[src/rtl/definitions_pkg.sv]
// Shared UART definitions: clocking constants and transmitter FSM state type.
package definitions_pkg;

  localparam int unsigned CLOCK_PERIOD_NANOS = 20;
  localparam int unsigned DIVISOR            = 27;
  localparam int unsigned OVERSAMPLE_RATE    = 16;
  localparam int unsigned DATA_BITS_DEFAULT  = 8;

  typedef enum logic [2:0] {
    IDLE   = 3'd0,
    START  = 3'd1,
    DATA   = 3'd2,
    PARITY = 3'd3,
    STOP   = 3'd4
  } tx_state_t;

endpackage : definitions_pkg

[src/rtl/uart_bit_timer.sv]
// Bit-period timer: counts oversampling ticks and flags the tick that ends a bit.
module uart_bit_timer #(
  parameter int unsigned OVERSAMPLE_RATE = 16
) (
  input  logic clk,
  input  logic reset,
  input  logic clear,
  input  logic s_tick,
  output logic bit_end
);

  localparam int unsigned CW = (OVERSAMPLE_RATE > 1) ? $clog2(OVERSAMPLE_RATE) : 1;
  localparam logic [CW-1:0] LAST = CW'(OVERSAMPLE_RATE - 1);

  logic [CW-1:0] cnt_q, cnt_d;

  // Next count: held at zero while cleared, wraps after the last tick of a bit.
  always_comb begin
    cnt_d = cnt_q;
    if (clear) begin
      cnt_d = '0;
    end else if (s_tick) begin
      cnt_d = (cnt_q == LAST) ? '0 : cnt_q + 1'b1;
    end
  end

  // Tick counter register.
  always_ff @(posedge clk) begin
    if (reset) begin
      cnt_q <= '0;
    end else begin
      cnt_q <= cnt_d;
    end
  end

  assign bit_end = s_tick && !clear && (cnt_q == LAST);

endmodule : uart_bit_timer

[src/rtl/uart_transmitter.sv]
// UART transmit engine: start bit, LSB-first data, optional parity, stop bits.
module uart_transmitter
  import definitions_pkg::*;
#(
  parameter int unsigned DATA_BITS       = DATA_BITS_DEFAULT,
  parameter int unsigned OVERSAMPLE_RATE = definitions_pkg::OVERSAMPLE_RATE,
  parameter int unsigned STOP_BITS       = 1,
  parameter int unsigned PARITY_EN       = 0,
  parameter int unsigned PARITY_ODD      = 0
) (
  input  logic                 clk,
  input  logic                 reset,
  input  logic                 tx_enabled,
  input  logic                 start,
  input  logic [DATA_BITS-1:0] data_in,
  input  logic                 s_tick,
  output logic                 out,
  output logic                 busy,
  output logic                 done
);

  localparam int unsigned BW = (DATA_BITS > 1) ? $clog2(DATA_BITS) : 1;
  localparam int unsigned STOP_TICKS = STOP_BITS * OVERSAMPLE_RATE;
  localparam int unsigned SW = (STOP_TICKS > 1) ? $clog2(STOP_TICKS) : 1;
  localparam logic [BW-1:0] LAST_BIT  = BW'(DATA_BITS - 1);
  localparam logic [SW-1:0] STOP_LAST = SW'(STOP_TICKS - 1);
  localparam logic          ODD_BIT   = (PARITY_ODD != 0);

  tx_state_t            state_q, state_d;
  logic [DATA_BITS-1:0] shift_q, shift_d;
  logic [DATA_BITS-1:0] shift_next;
  logic [BW-1:0]        bit_cnt_q, bit_cnt_d;
  logic [SW-1:0]        stop_cnt_q, stop_cnt_d;
  logic                 parity_q, parity_d;
  logic                 out_q, out_d;
  logic                 busy_q, busy_d;
  logic                 done_q, done_d;
  logic                 timer_clear;
  logic                 bit_end;

  // The bit timer only runs for start/data/parity bits; stop has its own counter
  // so multi-bit stop phases end on a single terminal count.
  assign timer_clear = (state_q == IDLE) || (state_q == STOP);

  uart_bit_timer #(
    .OVERSAMPLE_RATE(OVERSAMPLE_RATE)
  ) u_bit_timer (
    .clk    (clk),
    .reset  (reset),
    .clear  (timer_clear),
    .s_tick (s_tick),
    .bit_end(bit_end)
  );

  assign shift_next = shift_q >> 1;

  // Next-state and next-output logic; the line value is computed one edge ahead
  // so out is always a flop.
  always_comb begin
    state_d    = state_q;
    shift_d    = shift_q;
    bit_cnt_d  = bit_cnt_q;
    stop_cnt_d = stop_cnt_q;
    parity_d   = parity_q;
    out_d      = out_q;
    busy_d     = busy_q;
    done_d     = 1'b0;

    case (state_q)
      IDLE: begin
        out_d  = 1'b1;
        busy_d = 1'b0;
        if (start && tx_enabled) begin
          shift_d    = data_in;
          parity_d   = (^data_in) ^ ODD_BIT;
          bit_cnt_d  = '0;
          stop_cnt_d = '0;
          state_d    = START;
          out_d      = 1'b0;
          busy_d     = 1'b1;
        end
      end

      START: begin
        if (bit_end) begin
          state_d = DATA;
          out_d   = shift_q[0];
        end
      end

      DATA: begin
        if (bit_end) begin
          if (bit_cnt_q == LAST_BIT) begin
            bit_cnt_d = '0;
            if (PARITY_EN != 0) begin
              state_d = PARITY;
              out_d   = parity_q;
            end else begin
              state_d = STOP;
              out_d   = 1'b1;
            end
          end else begin
            shift_d   = shift_next;
            bit_cnt_d = bit_cnt_q + 1'b1;
            out_d     = shift_next[0];
          end
        end
      end

      PARITY: begin
        if (bit_end) begin
          state_d = STOP;
          out_d   = 1'b1;
        end
      end

      STOP: begin
        out_d = 1'b1;
        if (s_tick) begin
          if (stop_cnt_q == STOP_LAST) begin
            stop_cnt_d = '0;
            state_d    = IDLE;
            busy_d     = 1'b0;
            done_d     = 1'b1;
          end else begin
            stop_cnt_d = stop_cnt_q + 1'b1;
          end
        end
      end

      default: begin
        state_d = IDLE;
        out_d   = 1'b1;
        busy_d  = 1'b0;
      end
    endcase
  end

  // FSM state, datapath and registered outputs.
  always_ff @(posedge clk) begin
    if (reset) begin
      state_q    <= IDLE;
      shift_q    <= '0;
      bit_cnt_q  <= '0;
      stop_cnt_q <= '0;
      parity_q   <= 1'b0;
      out_q      <= 1'b1;
      busy_q     <= 1'b0;
      done_q     <= 1'b0;
    end else begin
      state_q    <= state_d;
      shift_q    <= shift_d;
      bit_cnt_q  <= bit_cnt_d;
      stop_cnt_q <= stop_cnt_d;
      parity_q   <= parity_d;
      out_q      <= out_d;
      busy_q     <= busy_d;
      done_q     <= done_d;
    end
  end

  assign out  = out_q;
  assign busy = busy_q;
  assign done = done_q;

endmodule : uart_transmitter

[config.mk]
export PLATFORM = sky130hd
export DESIGN_NAME = uart_transmitter
export DESIGN_NICKNAME = d
export VERILOG_FILES = /design/src/rtl/definitions_pkg.sv /design/src/rtl/uart_bit_timer.sv /design/src/rtl/uart_transmitter.sv
export SDC_FILE = /design/constraint.sdc
export NUM_CORES = 1
export LEC_CHECK = 0
export CAP_MARGIN = 20
export CORE_AREA = 2 2 69 45
export DETAILED_ROUTE_END_ITERATION = 6
export DIE_AREA = 0 0 71 47
export GPL_TIMING_DRIVEN = 0
export HOLD_SLACK_MARGIN = 0.12
export PLACE_DENSITY = 0.74
export RECOVER_POWER = 50
export SKIP_CTS_REPAIR_TIMING = 1
export SLEW_MARGIN = 20
export SYNTH_ARGS = -nofsm -noshare
export SYNTH_HDL_FRONTEND = slang
export SYNTH_SLANG_ARGS = --single-unit
[constraint.sdc]
create_clock -name clk -period 2 [get_ports clk]
set_input_delay 0.4 -clock clk [delete_from_list [all_inputs] [get_ports clk]]
set_output_delay 0.4 -clock clk [all_outputs]
set_load 0.005 [all_outputs]
==> impl_results.html <==
<table>
<tr><th>Metric</th><th>Value</th></tr>
<tr><th colspan="2">Floorplanning</th></tr>
<tr><td>Core area</td><td>2721 µm²</td></tr>
<tr><td>Chip height</td><td>47 µm</td></tr>
<tr><td>DIE AREA</td><td>3337 µm²</td></tr>
<tr><td>Site row count</td><td>15</td></tr>
<tr><td>Initial Utilization</td><td>51.31%</td></tr>
<tr><td>Total I/O pin count</td><td>16</td></tr>
<tr><td>Chip width</td><td>71 µm</td></tr>
<tr><th colspan="2">Synthesis</th></tr>
<tr><td>Total of warnings raised by yosys</td><td>0</td></tr>
<tr><td>Yosys top cell area share</td><td>35.84%</td></tr>
<tr><td>Top area cells in the synthesized netlist</td><td>sky130_fd_sc_hd__dfxtp_1 (36%), sky130_fd_sc_hd__mux2i_1 (7.2%), sky130_fd_sc_hd__nand2_1 (6.7%), sky130_fd_sc_hd__mux2_2 (6.5%), sky130_fd_sc_hd__ha_1 (3.6%)</td></tr>
<tr><td>Number of nets produced by synthesis</td><td>175</td></tr>
<tr><td>Cell taking the most area after synthesis</td><td>sky130_fd_sc_hd__dfxtp_1</td></tr>
<tr><td>Most used flip-flop cell after synthesis</td><td>sky130_fd_sc_hd__dfxtp_1</td></tr>
<tr><td>Sequential share of the synthesized area</td><td>35.84%</td></tr>
<tr><td>Instance count of the mapped netlist</td><td>158</td></tr>
<tr><td>Post-Syn Area</td><td>1396 µm²</td></tr>
<tr><td>Library cells used by synthesis</td><td>44</td></tr>
<tr><td>Average footprint of a synthesized cell</td><td>8.838 µm²</td></tr>
<tr><td>Async SR Flop Fraction</td><td>0%</td></tr>
<tr><td>Number of enable flip-flop cells after synthesis</td><td>0</td></tr>
<tr><td>Synth Register Bits</td><td>25</td></tr>
<tr><th colspan="2">CTS</th></tr>
<tr><td>Bufs on Longest Clock Path</td><td>2</td></tr>
<tr><td>TritonCTS clock tree</td><td>yes</td></tr>
<tr><td>Clock-pin slew reported for the worst setup and hold paths after clock tree synthesis</td><td>90 ps</td></tr>
<tr><td>Inserted Clock Buffers</td><td>3</td></tr>
<tr><td>Clock Tree Root</td><td>sky130_fd_sc_hd__clkbuf_8</td></tr>
<tr><td>H-tree depth</td><td>1</td></tr>
<tr><td>Count of clock tree sinks</td><td>25</td></tr>
<tr><td>Worst skew pair latency</td><td>270 ps</td></tr>
<tr><th colspan="2">Timing</th></tr>
<tr><td>Worst Hold Slack</td><td>464.2 ps</td></tr>
<tr><td>Tmin final</td><td>1901 ps</td></tr>
<tr><td>Final count of hold timing violations</td><td>0</td></tr>
<tr><td>Unrepaired setup endpoints after global routing</td><td>false</td></tr>
<tr><td>Slack of the critical path</td><td>98.77 ps</td></tr>
<tr><td>Summed negative setup slack over all endpoints</td><td>0 ps</td></tr>
<tr><td>Final setup violation count</td><td>0</td></tr>
<tr><td>Post-route clock skew</td><td>9.361 ps</td></tr>
<tr><td>Final Max Slew Viols</td><td>0</td></tr>
<tr><td>Final period util</td><td>95.06%</td></tr>
<tr><td>Slew margin rel.</td><td>62.86%</td></tr>
<tr><td>Actual transition at the worst max-transition pin</td><td>555.7 ps</td></tr>
<tr><td>Highest clock frequency the design can meet</td><td>0.5260 GHz</td></tr>
<tr><th colspan="2">Worst setup path</th></tr>
<tr><td>Critical path class</td><td>input port to flop</td></tr>
<tr><td>Number of cells traversed by the worst register-to-register path</td><td>6</td></tr>
<tr><td>CP Launch Point</td><td>s_tick</td></tr>
<tr><td>Arr. time, crit path</td><td>2110 ps</td></tr>
<tr><td>CP peak stage delay</td><td>620 ps</td></tr>
<tr><td>Cells traversed along the worst timing path</td><td>dlygate4sd3_1 &gt; clkbuf_1 &gt; nand2_1 &gt; a21boi_0 &gt; mux2i_1</td></tr>
<tr><td>Critical Path Fanout Max</td><td>10</td></tr>
<tr><td>Capture instance of the worst register-to-register path</td><td>shift_q[0]</td></tr>
<tr><td>Category of the worst setup path capture point</td><td>flop</td></tr>
<tr><td>Worst reg2reg setup slack</td><td>180 ps</td></tr>
<tr><td>R2R Path Start</td><td>bit_cnt_q[0]</td></tr>
<tr><td>Crit path max-delay cell type</td><td>sky130_fd_sc_hd__dlygate4sd3_1</td></tr>
<tr><td>Startpoint type of the worst setup path</td><td>input port</td></tr>
<tr><td>Destination of the critical timing path</td><td>stop_cnt_q[1]</td></tr>
<tr><td>Required time of the critical path</td><td>2210 ps</td></tr>
<tr><th colspan="2">GRT</th></tr>
<tr><td>Pin count of the biggest net entering global routing</td><td>16</td></tr>
<tr><td>Vias in the first global route</td><td>1078</td></tr>
<tr><td>Number of antenna violations at the first check in global routing</td><td>0</td></tr>
<tr><td>Most used routing layer in global routing</td><td>met1</td></tr>
<tr><td>Grt ovf</td><td>0</td></tr>
<tr><td>Global routing met1 resource utilization</td><td>28.79%</td></tr>
<tr><td>GRT met2 Usage</td><td>28.60%</td></tr>
<tr><td>Wire length of the first global-routing pass</td><td>5.043 mm</td></tr>
<tr><td>Global-route usage over all layers</td><td>19.72%</td></tr>
<tr><td>Grt met3 use</td><td>5.794%</td></tr>
<tr><th colspan="2">Placed design</th></tr>
<tr><td>Detailed Place HPWL</td><td>2.244 mm</td></tr>
<tr><td>Final Wtd Congestion</td><td>0.8617</td></tr>
<tr><td>Count of port buffers added during placement</td><td>14</td></tr>
<tr><td>Setup Slack @ Placement</td><td>-66.55 ps</td></tr>
<tr><th colspan="2">Finish</th></tr>
<tr><td>FILL cells</td><td>232</td></tr>
<tr><td>Layout-stage area growth over the synthesis result</td><td>16.58%</td></tr>
<tr><td>Post-layout net count</td><td>194</td></tr>
<tr><td>Share of layout cells above drive strength 1</td><td>11.93%</td></tr>
<tr><td>Final antenna diode count</td><td>0</td></tr>
<tr><th colspan="2">Routing</th></tr>
<tr><td>Drt pass-1 iters</td><td>4</td></tr>
<tr><td>Via count</td><td>1231</td></tr>
<tr><td>Average routed wire per standard cell</td><td>14.01 µm</td></tr>
<tr><td>Vias per inst</td><td>5.862</td></tr>
<tr><td>Antenna-violating nets left</td><td>0</td></tr>
<tr><td>Iteration-0 DRC count of the detailed router</td><td>81</td></tr>
<tr><td>DRC violations left</td><td>0</td></tr>
<tr><td>Post-Route WL</td><td>2.942 mm</td></tr>
<tr><th colspan="2">Outcome</th></tr>
<tr><td>Status</td><td>complete, no violations</td></tr>
<tr><th colspan="2">Power</th></tr>
<tr><td>Power density of the placed cells</td><td>576.9 nW/µm²</td></tr>
<tr><td>Static Leakage</td><td>0.0005698 µW</td></tr>
<tr><td>Max VDD drop</td><td>0.0005286 V</td></tr>
<tr><th colspan="2">Flow run</th></tr>
<tr><td>Max-Cap Viols</td><td>0</td></tr>
<tr><th colspan="2">Hold path</th></tr>
<tr><td>Class of the tightest hold or removal check</td><td>flop to flop</td></tr>
</table>
-- metrics by stage --
step | cell area, µm² | power, µW | cells | util [%]
after floorplan | 1396 | 596.1 | 158 | -
after global placement | 1579 | 639.7 | 206 | 58.02
after detailed placement | 1579 | 642.8 | 206 | 58.02
after CTS | 1628 | 950.2 | 210 | 59.82
after global routing | 1628 | 987.3 | 210 | 59.82
final | 1628 | 939.0 | 210 | 59.82
-- power breakdown --
group / switching, µW / internal (µW) / leakage [µW]
sequential: 8.13 / 510 / 0.000203
clock: 167 / 141 / 0.0000217
combinational: 56.3 / 56.1 / 0.000345
total: 231 / 708 / 0.000570
-- flip-flops by register name, summed over array words and instances (netlist names) --
| register | cells |
|---|---|
| busy | 1 |
| done | 1 |
| stop_cnt_q | 4 |
| bit_cnt_q | 3 |
| state_q | 3 |
| u_bit_timer.cnt_q | 4 |
| shift_q | 8 |
| out | 1 |
-- layer usage --
metal | up-vias | part of all wire [%]
li1 | 623 | -
met2 | 31 | 41
met5 | - | 0
met1 | 575 | 53
met4 | 0 | 0.48
met3 | 2 | 6.0
-- cells by family after synthesis --
kind of cell             share of synthesized area [%]
AND/OR/NAND/NOR                                  26.79
AO/OA/AOI/OAI                                    14.25
flip-flops                                       35.84
multiplexers                                     13.62
buffers and inverters                            5.287
adder cells (fa/ha/maj)                          3.584
XOR/XNOR                                        0.6274
-- cell usage after synthesis (2+ instances only) --
library cell and number:
sky130_fd_sc_hd__o211ai_1 2, sky130_fd_sc_hd__mux2i_1 10, sky130_fd_sc_hd__nand4_1 4, sky130_fd_sc_hd__o21ai_0 2
sky130_fd_sc_hd__nand4bb_1 2, sky130_fd_sc_hd__dfxtp_1 25, sky130_fd_sc_hd__o2111ai_1 2, sky130_fd_sc_hd__nor3_1 3
sky130_fd_sc_hd__buf_2 2, sky130_fd_sc_hd__a211oi_1 3, sky130_fd_sc_hd__nand3_1 8, sky130_fd_sc_hd__clkbuf_1 7
sky130_fd_sc_hd__nand2b_1 2, sky130_fd_sc_hd__inv_1 3, sky130_fd_sc_hd__buf_6 2, sky130_fd_sc_hd__nor2_1 2
sky130_fd_sc_hd__a21oi_1 8, sky130_fd_sc_hd__o22ai_1 3, sky130_fd_sc_hd__ha_1 4, sky130_fd_sc_hd__or3_1 4
sky130_fd_sc_hd__nand2_1 25, sky130_fd_sc_hd__mux2_2 8, sky130_fd_sc_hd__nor3b_1 2, sky130_fd_sc_hd__nand3b_1 5
-- cell type report --
type,count,area [µm²],area share (%)
multi-input cells,118,822.0,50.50
flip-flops and latches,25,500.5,30.75
repair buffers,14,140.1,8.609
plain buffers,11,58.81,3.613
well taps,34,42.54,2.613
clock buffers,3,41.29,2.537
inverters,4,15.01,0.9224
clock inverters,1,7.507,0.4612
-- worst min-delay path by stage --
stage | startpoint | to | slack [ps] | cells after the start
after floorplan | shift_q[5] | shift_q[5] | 430 | 2
after global placement | shift_q[6] | shift_q[6] | 440 | 2
after detailed placement | shift_q[5] | shift_q[5] | 450 | 2
after CTS | shift_q[6] | shift_q[6] | 470 | 2
after global routing | shift_q[2] | shift_q[2] | 490 | 2
final | shift_q[6] | shift_q[6] | 460 | 2
-- critical path: cells and delay by family --
family	cells	cell delay, ps
buffers and inverters	2	980
AO/OA/AOI/OAI	1	400
AND/OR/NAND/NOR	1	90
multiplexers	1	240
-- placed cells by master, fill, tap and decap left out, drive strengths merged, types with 3 or more instances in the layout --
| master | n |
|---|---|
| nand2 | 25 |
| dfxtp | 25 |
| nand3 | 8 |
| ha | 4 |
| dlygate4sd3 | 5 |
| mux2i | 10 |
| o22ai | 3 |
| buf | 4 |
| inv | 3 |
| mux2 | 8 |
| nand4 | 4 |
| a211oi | 3 |
| clkdlybuf4s50 | 9 |
| a21oi | 8 |
| or3 | 4 |
| clkbuf | 10 |
| nand3b | 5 |
| nor3 | 3 |
Power figures use the tool's default switching activity.
